<file path="src/rtl/add_seq.sv">
// Multi-cycle WIDTH-bit adder/subtractor: CHUNK bits per clock through a
// registered carry, start/busy/done handshake, result held until the next done.
module add_seq #(
  parameter int WIDTH = 32,
  parameter int CHUNK = 4
) (
  input  logic             clk,
  input  logic             rst_n,
  input  logic             start,
  input  logic             sub,
  input  logic [WIDTH-1:0] a,
  input  logic [WIDTH-1:0] b,
  input  logic             cin,
  output logic             busy,
  output logic             done,
  output logic [WIDTH-1:0] out,
  output logic             cout,
  output logic             ovf
);
  localparam int N  = WIDTH / CHUNK;
  localparam int CW = (N > 1) ? $clog2(N) : 1;

  typedef enum logic {IDLE, RUN} state_e;

  state_e           state_q, state_d;
  logic [WIDTH-1:0] a_q, a_d, b_q, b_d, res_q, res_d, out_q, out_d;
  logic             carry_q, carry_d, cout_q, cout_d, ovf_q, ovf_d, done_q, done_d;
  logic [CW-1:0]    cnt_q, cnt_d;

  logic [CHUNK-1:0] sum;
  logic             c_out, c_msb;
  logic [WIDTH-1:0] a_sh, b_sh, res_sh;

  assign {c_out, sum} = {1'b0, a_q[CHUNK-1:0]} + {1'b0, b_q[CHUNK-1:0]}
                      + {{CHUNK{1'b0}}, carry_q};
  // Carry into the chunk's top bit; on the last chunk this is the carry into the MSB.
  assign c_msb = sum[CHUNK-1] ^ a_q[CHUNK-1] ^ b_q[CHUNK-1];

  generate
    if (CHUNK == WIDTH) begin : g_one
      assign a_sh   = '0;
      assign b_sh   = '0;
      assign res_sh = sum;
    end else begin : g_multi
      assign a_sh   = {{CHUNK{1'b0}}, a_q[WIDTH-1:CHUNK]};
      assign b_sh   = {{CHUNK{1'b0}}, b_q[WIDTH-1:CHUNK]};
      assign res_sh = {sum, res_q[WIDTH-1:CHUNK]};
    end
  endgenerate

  always_comb begin
    state_d = state_q;
    a_d     = a_q;
    b_d     = b_q;
    res_d   = res_q;
    carry_d = carry_q;
    cnt_d   = cnt_q;
    out_d   = out_q;
    cout_d  = cout_q;
    ovf_d   = ovf_q;
    done_d  = 1'b0;
    case (state_q)
      IDLE: begin
        if (start) begin
          a_d     = a;
          b_d     = b ^ {WIDTH{sub}};
          carry_d = cin;
          res_d   = '0;
          cnt_d   = '0;
          state_d = RUN;
        end
      end
      RUN: begin
        a_d     = a_sh;
        b_d     = b_sh;
        res_d   = res_sh;
        carry_d = c_out;
        cnt_d   = cnt_q + 1'b1;
        if (cnt_q == CW'(N - 1)) begin
          out_d   = res_sh;
          cout_d  = c_out;
          ovf_d   = c_msb ^ c_out;
          done_d  = 1'b1;
          cnt_d   = '0;
          state_d = IDLE;
        end
      end
      default: state_d = IDLE;
    endcase
  end

  always_ff @(posedge clk or negedge rst_n) begin
    if (!rst_n) begin
      state_q <= IDLE;
      a_q     <= '0;
      b_q     <= '0;
      res_q   <= '0;
      carry_q <= 1'b0;
      cnt_q   <= '0;
      out_q   <= '0;
      cout_q  <= 1'b0;
      ovf_q   <= 1'b0;
      done_q  <= 1'b0;
    end else begin
      state_q <= state_d;
      a_q     <= a_d;
      b_q     <= b_d;
      res_q   <= res_d;
      carry_q <= carry_d;
      cnt_q   <= cnt_d;
      out_q   <= out_d;
      cout_q  <= cout_d;
      ovf_q   <= ovf_d;
      done_q  <= done_d;
    end
  end

  assign busy = (state_q == RUN);
  assign done = done_q;
  assign out  = out_q;
  assign cout = cout_q;
  assign ovf  = ovf_q;
endmodule

</file>
<file path="config.mk">
export PLATFORM = sky130hd
export DESIGN_NAME = add_seq
export DESIGN_NICKNAME = d
export VERILOG_FILES = /design/src/rtl/add_seq.sv
export SDC_FILE = /design/constraint.sdc
export NUM_CORES = 1
export LEC_CHECK = 0
export ABC_AREA = 1
export BUFFER_PORTS_ARGS = -buffer_cell sky130_fd_sc_hd__buf_4
export CAP_MARGIN = 40
export CELL_PAD_IN_SITES_DETAIL_PLACEMENT = 1
export CELL_PAD_IN_SITES_GLOBAL_PLACEMENT = 1
export CORE_AREA = 2 2 139 128
export DETAILED_ROUTE_END_ITERATION = 12
export DIE_AREA = 0 0 141 130
export PLACE_DENSITY_LB_ADDON = 0.2
export SLEW_MARGIN = 30
export SYNTH_ARGS = -nofsm -noshare
export SYNTH_HDL_FRONTEND = slang
export SYNTH_SLANG_ARGS = --single-unit
</file>
<file path="constraint.sdc">
create_clock -name clk -period 5.05 [get_ports clk]
set_input_delay 0.505 -clock clk [delete_from_list [all_inputs] [get_ports clk]]
set_output_delay 0.505 -clock clk [all_outputs]
set_load 0.1 [all_outputs]
</file>
==> flow_summary.toml <==
[status]
status = "complete, no violations"

[cells_and_area]
areaGrowthSynthToFinish_pct = 26.1
finalNonFillerCells = 942
final_common_cell = "nand2_1"
mostFrequentLayoutCells = "nand2_1 (140), dfrtp_1 (132), buf_4 (107), o21ai_0 (88), a21oi_1 (59)"
fillers = 1967
final_layout_size_suffix_gt1_frac = 0.201
fin_util = 0.428
n_antenna_cell = 0
multiInputGateArea_um2 = 2080
nets = 789
ff_latch_area_um2 = 3300

[detailed_routing]
drtIter0Drc = 180
wl_per_cell_um = 15.0
drtAntennaViolNets = 0
drt_wl_total_um = 14100
dr.pass1.iters = 4
drc = 0
dr_total_vias = 4558
routed_via_density = 4.84

[critical_path]
reg2reg_from = "busy$_DFF_PN0_"
critPathKind = "flip-flop to flip-flop"
critPathArrivalTime_ns = 2.44
reg2reg_depth = 5
startpoint = "busy$_DFF_PN0_"
worst-path-max-fanout = 83
critPathCapture = "b_q[22]$_DFFE_PN0P_"
r2r_slack_ns = 2.91
r2r_end = "b_q[22]$_DFFE_PN0P_"
cp-end-kind = "flip-flop"
worst_ep_required_time_ns = 5.35
cp-start-kind = "flip-flop"

[synthesis]
synth-seq-area-share = 0.569
synth.avg_cell_area_um2 = 9.25
syn-cell-area_um2 = 5800
synth_ff_type = "dfrtp_1"
post_synth_num_cell_types = 23
synth_edf_count = 0
synth_seq_cells = 132
syn_inst = 627
yosys_warnings = 0
ys_async_sr_fraction = 1.00
synth_fp_nets = 703

[power]
pwr-share-comb = 0.466
p_leak_nw = 3.39
p_per_area_nw_per_um2 = 784
ir_drop_uv = 274
p_sw_mw = 2.63
p_int_mw = 3.10
pwr-share-seq = 0.309
clkPwrFrac = 0.226
switching_share = 0.459
power.total_mw = 5.73

[timing]
finalHoldViolCount = 0
fin_setup_tns_ns = 0
fin_crit_sh = 0.424
max_freq_mhz = 467
final.min_clock_period_ns = 2.14
slew_headroom = 0.517
tightest_slew_ns = 0.724
report.final.setup_viol = 0
drv_slew = 0
worst_slack_ns = 2.91
rsz0062_at_grt = "no"
finClkSkew_ns = 0.0190

[clock_tree]
postCtsSetupBuffers = 0
clkSinkCount = 132
numCtsBuffers = 17
cts_root_buf = "clkbuf_16"
cts_resized = 0
postCtsHoldBufs = 0
clkLatencyLatePin_ns = 0.43
cts_max_level = 4
cts_tree = "built"
clock_path_buffers = 2
path_clk_slew_ns = 0.06

[grt]
grt_use_total = 0.165
grt_max_degree = 95
antenna_found_initial = 0
grt_overflow = 0
grt_pass1_wl_um = 23700
grt_pass1_vias = 4799

[placement]
place_ws_ns = 2.83
dp.cells = 909
finalWeightedCongestion = 0.773
dpl.hpwl_um = 9220
port-buffer-count = 104

[floorplanning]
floorplan.initialDensity = 0.339
die_h_um = 130
pin_count = 105
die_w_um = 141
num_rows = 46
core-area_um2 = 17100
die_area_um2 = 18300

[worst_hold_path]
hold_class = "primary input to async pin"

[job]
drv_cap = 0
==> synthesized netlist by cell type (3+ instances only) <==
cell type  instances  share of area
nand3_1           12          0.010
xnor2_1           31          0.047
buf_4              5         0.0065
nor2_1            30          0.019
buf_2             16          0.014
o22ai_1           28          0.030
buf_6              7          0.014
o21ai_1            3         0.0026
ha_1               5          0.011
inv_1             42          0.027
nand2_1          141          0.091
dfrtp_1          132           0.57
clkbuf_1          13         0.0084
o211ai_1           3         0.0039
o21ai_0           88          0.076
a21oi_1           59          0.051
==> critical path: stages (launching register included) <==
cell,delay [ns]
dfrtp_1,0.33
buf_4,0.39
clkinv_4,0.53
buf_4,0.44
o21ai_0,0.23
o21ai_1,0.08
==> worst min path at each step <==
stage / to / slack, ns
final: out[2]$_DFFE_PN0P_ / 0.11
after global routing: out[2]$_DFFE_PN0P_ / 0.15
after CTS: out[2]$_DFFE_PN0P_ / 0.13
after global placement: a_q[30]$_DFFE_PN0P_ / 0.46
after detailed placement: a_q[28]$_DFFE_PN0P_ / 0.46
after floorplan: a_q[0]$_DFFE_PN0P_ / 0.21
==> sequential cells by signal (all words and copies together), names as in the netlist <==
register,flops
ovf,1
busy,1
a_q,32
carry_q,1
out,32
done,1
res_q,28
cnt_q,3
b_q,32
cout,1
==> metrics by stage <==
step,hold WS [ns],area [um^2]
floorplan,0.209,5800
global placement,0.462,6630
detailed placement,0.463,6670
CTS,0.129,7290
global route,0.152,7310
finish,0.109,7310
==> power by group through the flow <==
stage	clock, mW	combinational, mW	sequential, mW
floorplan	0	1.20	2.63
global placement	0	2.61	1.77
CTS	1.32	2.70	1.78
detailed placement	0	2.69	1.79
finish	1.29	2.67	1.77
global route	1.37	2.94	1.83
==> kinds of logic after synthesis <==
| family | Yosys count | synth area share |
|---|---|---|
| DFF | 132 | 0.569 |
| and+or+nand+nor | 184 | 0.123 |
| adders and majority gates | 7 | 0.0177 |
| buffers and inverters | 87 | 0.0725 |
| AOI/OAI and AO/OA | 185 | 0.169 |
| xor gates and xnor gates | 32 | 0.0483 |
==> per-layer routing <==
metal	vias up	part of all wire	global-route usage
met5	-	0	0
met3	12	0.032	0.0411
met1	2235	0.47	0.212
li1	2234	-	-
met2	77	0.48	0.272
met4	0	0.015	0.0624
==> cell type report <==
cell class / instances / area share
inverter: 44 / 0.0233
sequential: 132 / 0.452
clock inverter: 14 / 0.0253
tap: 216 / 0.0369
timing repair buffer: 110 / 0.118
clock buffer: 18 / 0.0600
multi-input combinational: 408 / 0.285
Note: power is estimated with default switching activity, not from simulation.
